File: src/rtl/id_ex_operand_stage.sv
// ID/EX pipeline register feeding the ALU: holds one decoded instruction, resolves
// RAW hazards by forwarding from EX/MEM and MEM/WB, and selects the X/Y operands.
module id_ex_operand_stage #(
    parameter int unsigned XLEN = 32,
    parameter int unsigned RA_W = 5
) (
    input  logic            CLK,
    input  logic            RESET_N,
    input  logic            VALID_IN,
    output logic            READY_OUT,
    input  logic            FLUSH,
    input  logic [RA_W-1:0] RS1_ADDR,
    input  logic [RA_W-1:0] RS2_ADDR,
    input  logic [XLEN-1:0] RS1_DATA,
    input  logic [XLEN-1:0] RS2_DATA,
    input  logic [XLEN-1:0] IMM,
    input  logic [XLEN-1:0] PC_IN,
    input  logic [1:0]      SRC_A_SEL,
    input  logic            SRC_B_SEL,
    input  logic [3:0]      CTRL_IN,
    input  logic [RA_W-1:0] RD_IN,
    input  logic            REGWRITE_IN,
    input  logic            EXMEM_REGWRITE,
    input  logic [RA_W-1:0] EXMEM_RD,
    input  logic [XLEN-1:0] EXMEM_RESULT,
    input  logic            MEMWB_REGWRITE,
    input  logic [RA_W-1:0] MEMWB_RD,
    input  logic [XLEN-1:0] MEMWB_RESULT,
    input  logic            READY_IN,
    output logic            VALID_OUT,
    output logic [XLEN-1:0] X,
    output logic [XLEN-1:0] Y,
    output logic [3:0]      CONTROL,
    output logic [RA_W-1:0] RD_OUT,
    output logic            REGWRITE_OUT
);

    logic            valid_q;
    logic [RA_W-1:0] rs1_addr_q;
    logic [RA_W-1:0] rs2_addr_q;
    logic [XLEN-1:0] rs1_data_q;
    logic [XLEN-1:0] rs2_data_q;
    logic [XLEN-1:0] imm_q;
    logic [XLEN-1:0] pc_q;
    logic [1:0]      src_a_sel_q;
    logic            src_b_sel_q;
    logic [3:0]      ctrl_q;
    logic [RA_W-1:0] rd_q;
    logic            regwrite_q;

    logic            transfer_in;
    logic            hold;
    logic            refresh_rs1;
    logic            refresh_rs2;
    logic [XLEN-1:0] rs1_fwd;
    logic [XLEN-1:0] rs2_fwd;

    assign READY_OUT   = !valid_q || READY_IN;
    assign transfer_in = VALID_IN && READY_OUT;
    assign hold        = valid_q && !READY_IN;

    // Only MEM/WB is captured while stalled: that value is about to leave the pipe,
    // whereas an EX/MEM producer will still pass through MEM/WB later.
    assign refresh_rs1 = hold && MEMWB_REGWRITE && (MEMWB_RD == rs1_addr_q) && (rs1_addr_q != '0);
    assign refresh_rs2 = hold && MEMWB_REGWRITE && (MEMWB_RD == rs2_addr_q) && (rs2_addr_q != '0);

    always_ff @(posedge CLK or negedge RESET_N) begin
        if (!RESET_N) begin
            valid_q     <= 1'b0;
            rs1_addr_q  <= '0;
            rs2_addr_q  <= '0;
            rs1_data_q  <= '0;
            rs2_data_q  <= '0;
            imm_q       <= '0;
            pc_q        <= '0;
            src_a_sel_q <= '0;
            src_b_sel_q <= 1'b0;
            ctrl_q      <= '0;
            rd_q        <= '0;
            regwrite_q  <= 1'b0;
        end else if (FLUSH) begin
            valid_q <= 1'b0;
        end else if (transfer_in) begin
            valid_q     <= 1'b1;
            rs1_addr_q  <= RS1_ADDR;
            rs2_addr_q  <= RS2_ADDR;
            rs1_data_q  <= RS1_DATA;
            rs2_data_q  <= RS2_DATA;
            imm_q       <= IMM;
            pc_q        <= PC_IN;
            src_a_sel_q <= SRC_A_SEL;
            src_b_sel_q <= SRC_B_SEL;
            ctrl_q      <= CTRL_IN;
            rd_q        <= RD_IN;
            regwrite_q  <= REGWRITE_IN;
        end else if (READY_IN) begin
            valid_q <= 1'b0;
        end else begin
            if (refresh_rs1) rs1_data_q <= MEMWB_RESULT;
            if (refresh_rs2) rs2_data_q <= MEMWB_RESULT;
        end
    end

    always_comb begin
        rs1_fwd = rs1_data_q;
        if (rs1_addr_q == '0)
            rs1_fwd = '0;
        else if (EXMEM_REGWRITE && (EXMEM_RD == rs1_addr_q))
            rs1_fwd = EXMEM_RESULT;
        else if (MEMWB_REGWRITE && (MEMWB_RD == rs1_addr_q))
            rs1_fwd = MEMWB_RESULT;
    end

    always_comb begin
        rs2_fwd = rs2_data_q;
        if (rs2_addr_q == '0)
            rs2_fwd = '0;
        else if (EXMEM_REGWRITE && (EXMEM_RD == rs2_addr_q))
            rs2_fwd = EXMEM_RESULT;
        else if (MEMWB_REGWRITE && (MEMWB_RD == rs2_addr_q))
            rs2_fwd = MEMWB_RESULT;
    end

    always_comb begin
        X = rs1_fwd;
        case (src_a_sel_q)
            2'b01:   X = pc_q;
            2'b10:   X = '0;
            default: X = rs1_fwd;
        endcase
        Y = src_b_sel_q ? imm_q : rs2_fwd;
    end

    assign VALID_OUT    = valid_q;
    assign CONTROL      = ctrl_q;
    assign RD_OUT       = rd_q;
    assign REGWRITE_OUT = valid_q && regwrite_q;

endmodule

File: config.mk
export PLATFORM = sky130hd
export DESIGN_NAME = id_ex_operand_stage
export DESIGN_NICKNAME = d
export VERILOG_FILES = /design/src/rtl/id_ex_operand_stage.sv
export SDC_FILE = /design/constraint.sdc
export NUM_CORES = 1
export LEC_CHECK = 0
export CORE_ASPECT_RATIO = 0.8
export CORE_MARGIN = 4
export CORE_UTILIZATION = 45
export DETAILED_ROUTE_END_ITERATION = 8
export HOLD_SLACK_MARGIN = 0.05
export PLACE_DENSITY = 0.83
export SLEW_MARGIN = 20
export SYNTH_ARGS = -nofsm -noshare
export SYNTH_HDL_FRONTEND = slang
export SYNTH_SLANG_ARGS = --single-unit
File: constraint.sdc
create_clock -name CLK -period 3.1 [get_ports CLK]
set_input_delay 0.62 -clock CLK [delete_from_list [all_inputs] [get_ports CLK]]
set_output_delay 0.62 -clock CLK [all_outputs]
set_load 0.02 [all_outputs]
======== After elaboration in Yosys (flattened, before gate mapping) ========
Index checks and enable logic that the tools add are counted.
word-level totals
  register bits ........................... 152
  input bits .............................. 232
  output and inout bits ................... 76
  word-level logic and storage cells ...... 62
operators by class
  eq/ne operators ......................... 7
  mux-type cells .......................... 17
  bitwise operators ....................... 1
  reductions and logical operators ........ 25
operators with widths
  operator                                                         count
  32-bit two-way mux                                               13
  32-bit case mux with 2 select lines                              1
  5-bit == test                                                    4
  1-bit logical AND                                                12
  5-bit zero test                                                  2
  5-bit nonzero test                                               2
  3-bit AND reduction                                              2
  2-bit nonzero test                                               2
  1-bit two-way mux                                                3
  3-bit nonzero test                                               1
  2-bit by 1-bit == test with 1-bit output, second input constant  1
  2-bit == test, second input constant                             1
  1-bit zero test                                                  2
  2-bit by 1-bit != test with 1-bit output, second input constant  1
  2-bit AND reduction                                              1
  1-bit logical OR                                                 1
  1-bit NOT                                                        1

======== Logic depth before layout (Yosys ltp) ========
  depth in word-level cells ............... 8
  depth in mapped cells ................... 7
  gate-level depth less buffers ........... 6

======== Least setup slack after synthesis ========
Ideal clock, no wire load.
  path kind ............................... input to output
  from .................................... in MEMWB_RD[4]
  to ...................................... out X[0]
  data arrival time ....................... 2093 ps
  required time ........................... 2480 ps
  path slack .............................. 387 ps
  stages .................................. 7
  path buffers ............................ 2
  cells stage by stage .................... xnor2_1 > nand4_1 > or2_2 > clkbuf_1 > buf_2 > a211oi_1 > o31ai_1
on the way
  longest elaborated chain between the ends .. 6
RTL lines
  what                                 line  source
  from (decl)                          27    input logic [RA_W-1:0] MEMWB_RD,
  5-bit == test                        110   else if (MEMWB_REGWRITE && (MEMWB_RD == rs1_addr_q))
  1-bit logical AND                    110
  32-bit two-way mux                   110
  32-bit two-way mux                   108   else if (EXMEM_REGWRITE && (EXMEM_RD == rs1_addr_q))
  32-bit two-way mux                   106   if (rs1_addr_q == '0)
  32-bit case mux with 2 select lines  126   case (src_a_sel_q)
  to (decl)                            31    output logic [XLEN-1:0] X,
Every way passes these cells.

======== Worst setup path in the final report ========
  from .................................... in MEMWB_RD[3]
  to ...................................... out Y[9]
on the way
  longest elaborated chain between the ends .. 6
RTL lines
  what                line  source
  5-bit == test       120   else if (MEMWB_REGWRITE && (MEMWB_RD == rs2_addr_q))
  1-bit logical AND   120
  32-bit two-way mux  120
  32-bit two-way mux  118   else if (EXMEM_REGWRITE && (EXMEM_RD == rs2_addr_q))
  32-bit two-way mux  116   if (rs2_addr_q == '0)
  32-bit two-way mux  131   Y = src_b_sel_q ? imm_q : rs2_fwd;
  to (decl)           32    output logic [XLEN-1:0] Y,
Every way passes these cells.

==> out/qor.txt <==
outcome: finished with violations
failing checks: setup timing
number of instances in the synthesized netlist: 1102
count of different cell masters after synthesis: 33
Layout Utilization: 0.7277
power consumption: 7.187 mW
Pins Over Slew Limit: 0
number of antenna violations at the first check in global routing: 2
Final HPWL DP: 25730 um
root buffer selected by CTS: sky130_fd_sc_hd__clkbuf_16
synthesis-to-layout area growth: 58.51%
data required time of the critical path: 2.48 ns
average size of a mapped cell: 7.591 um2
setup slack of the critical path after layout: -0.02124 ns
standard-cell row count: 44
maximum root-to-sink buffer count: 2
most instantiated flip-flop cell in the synthesis netlist: sky130_fd_sc_hd__dfrtp_1
sequential share of the synthesized area: 0.4547
clock buffer count from CTS: 17
post-layout instance count excluding filler cells: 1690
largest net degree at the start of global routing: 94
arrival time at the worst endpoint: 2.50 ns
actual transition at the worst max-transition pin: 0.6903 ns
Power Density: 542.0 mW/mm2
total global routing overflow: 0
nets@finish: 1654
total wirelength of the detailed-routed design: 38600 um
number of detailed-routing iterations run before antenna repair: 6
type of destination of the critical path: output pin
number of max-cap violations: 0
routed length per instance: 22.84 um
DP Cell Count: 1637
DRC violations left: 0
pre-CTS setup slack: -0.5708 ns
DR vias: 10090
H-tree Lvls: 4
post-synthesis instance area: 0.008366 mm2
layout cell share with drive strength beyond 1: 0.1799
EDFF count, synth: 0
total of warnings raised by yosys: 0
Worst-Skew Late Latency: 0.42 ns
worst relative slew slack: 0.5398
via count of the first global-routing pass: 9760
number of hold-slack violations in the final timing report: 0
total number of clock tree sinks: 152
count of input and output buffers: 307
share of the clock period used by the worst path after layout: 1.007
top-level port count: 308
clock tree from TritonCTS: done
highest ir drop seen on vdd: 0.0003242 V
number of nets produced by synthesis: 1335
Final Skew: 0.01340 ns
overall die area: 0.02085 mm2
unrepaired setup endpoints after global routing: true
final setup violating endpoints: 3
first-pass GRT wire length: 56190 um
placeable core region: 0.01822 mm2
final estimated routing congestion in global placement: 0.9216
number of fill cells in the layout: 1381
Fmax: 320.4 MHz
Setup CP Type: input pin to output pin
worst hold-check path type: input pin to asynchronous set/reset pin
crit-path max FO: 8
Die X-Extent: 160.4 um
Detailed Route Iter0 Violations: 1233
post-synthesis register bit count: 152
starting density of the core: 0.4591
height of the die: 130.0 um
post-route antenna net violation count: 0
final total negative setup slack: -0.04321 ns
Worst-path clk slew: 0.07 ns
vias per std cell: 5.973
startpoint class of the critical path: input pin
fraction of registers with async set or reset after synthesis: 1.000
leakage power figure: 5.862 nW
GRT Resource Usage Total: 0.3510
final critical delay including setup and external delays: 3.121 ns
==> timing repair <==
item,4_1_cts,5_1_grt
endpoints found under the hold margin,0,0
gates resized for setup,339,81
hold buffers,0,0
endpoints found under the setup margin,64,64
gates cloned,3,3
buffers inserted,6,7
pin swaps,12,43
==> power by group <==
part	leakage, nW	internal [mW]	switching [mW]
registers	1.79	2.28	0.222
logic	3.82	1.20	1.52
clock network	0.254	1.06	0.908
total	5.86	4.54	2.65
==> per-stage QoR <==
stage | hold slack [ns] | cell area [um2]
4_1_cts | 0.2178 | 12830
6_report | 0.2025 | 13260
3_5_place_dp | 0.4619 | 12220
5_1_grt | 0.2388 | 13260
3_3_place_gp | 0.4542 | 12220
2_1_floorplan | 0.3244 | 8366
==> final cells by class <==
type,count,area (um2),share of cell area
multi-input combinational,854,4693,0.3539
timing repair buffer,392,3877,0.2924
sequential,152,3807,0.2871
clock buffer,20,446.7,0.03369
tap,253,316.6,0.02387
clock inverter,12,96.34,0.007266
inverter,4,15.01,0.001132
antenna,3,7.507,0.0005661
==> metal layers <==
layer / part of all wire / vias up / global-route usage
met5: 0 / - / 0
met4: 0.034 / 0 / 0.1396
met3: 0.13 / 115 / 0.1146
met2: 0.44 / 780 / 0.5300
met1: 0.40 / 4787 / 0.4726
li1: - / 4412 / -
==> worst paths after layout <==
path | startpoint | endpoint | slack [ns] | cells after the start
min in group CLK | regwrite_q | regwrite_q | 0.47 | 2
max | MEMWB_RD[3] | Y[9] | -0.02 | 10
max reg2reg | rs2_addr_q[3] | rs2_data_q[15] | 0.73 | 9
min | RESET_N | imm_q[5] | 0.20 | 1
max in group asynchronous | RESET_N | rs1_data_q[2] | 2.12 | 2
min reg2reg | regwrite_q | regwrite_q | 0.47 | 2
==> synth_stat cells, types with 2 or more instances <==
cell / instances / area share
sky130_fd_sc_hd__buf_2: 10 / 0.0060
sky130_fd_sc_hd__xnor2_1: 16 / 0.017
sky130_fd_sc_hd__xor2_1: 4 / 0.0042
sky130_fd_sc_hd__or4_1: 2 / 0.0018
sky130_fd_sc_hd__buf_1: 8 / 0.0036
sky130_fd_sc_hd__and3_1: 32 / 0.024
sky130_fd_sc_hd__nand3_1: 32 / 0.019
sky130_fd_sc_hd__o22ai_1: 64 / 0.048
sky130_fd_sc_hd__o21ai_1: 31 / 0.019
sky130_fd_sc_hd__nor2b_1: 2 / 0.0015
sky130_fd_sc_hd__clkbuf_1: 71 / 0.032
sky130_fd_sc_hd__o31ai_1: 32 / 0.029
sky130_fd_sc_hd__inv_1: 4 / 0.0018
sky130_fd_sc_hd__a221oi_1: 32 / 0.034
sky130_fd_sc_hd__a211oi_1: 32 / 0.029
sky130_fd_sc_hd__o21ai_0: 36 / 0.022
sky130_fd_sc_hd__or2_2: 3 / 0.0022
sky130_fd_sc_hd__a21oi_1: 2 / 0.0012
sky130_fd_sc_hd__buf_6: 3 / 0.0040
sky130_fd_sc_hd__nand2_1: 324 / 0.15
sky130_fd_sc_hd__dfrtp_1: 152 / 0.45
sky130_fd_sc_hd__nand4_1: 4 / 0.0030
sky130_fd_sc_hd__nor2_1: 196 / 0.088
==> cell families (layout without fill, tap and decap cells) <==
family | Yosys count | after routing | synth area share
buf+inv | 96 | 428 | 0.04726
simple gates | 602 | 602 | 0.2924
fa+ha+maj | 1 | 1 | 0.001495
flops | 152 | 152 | 0.4547
xor+xnor | 20 | 20 | 0.02094
compound gates | 231 | 231 | 0.1832
other cells | 0 | 3 | 0
==> state kept, by name, indices dropped and copies added, names as in the netlist <==
name and cells:
rs1_addr_q 5, pc_q 32, rs2_addr_q 5, RD_OUT 5, CONTROL 4, imm_q 32
src_a_sel_q 2, VALID_OUT 1, src_b_sel_q 1, rs1_data_q 32, rs2_data_q 32, regwrite_q 1
==> critical path, stage by stage <==
cell                              delay (ns)
sky130_fd_sc_hd__clkdlybuf4s15_1        0.23
sky130_fd_sc_hd__xor2_2                 0.21
sky130_fd_sc_hd__nor4_4                 0.36
sky130_fd_sc_hd__nand3_4                0.16
sky130_fd_sc_hd__buf_12                 0.17
sky130_fd_sc_hd__buf_16                 0.14
sky130_fd_sc_hd__buf_6                  0.12
sky130_fd_sc_hd__a221oi_2               0.22
sky130_fd_sc_hd__o21ai_1                0.10
sky130_fd_sc_hd__buf_4                  0.16
==> cells in the final DEF, fill, tap and decap left out, drive strengths merged, types with 4 or more instances in the layout <==
master / count
and3: 32
dlymetal6s2s: 5
dfrtp: 152
xnor2: 16
a221oi: 32
o31ai: 32
o21ai: 67
clkinvlp: 4
buf: 147
nand3: 32
xor2: 4
nand2: 324
clkbuf: 24
a211oi: 32
inv: 7
clkinv: 5
nor2: 196
clkdlybuf4s50: 232
o22ai: 64
nand4: 4
Power figures use the tool's default switching activity.
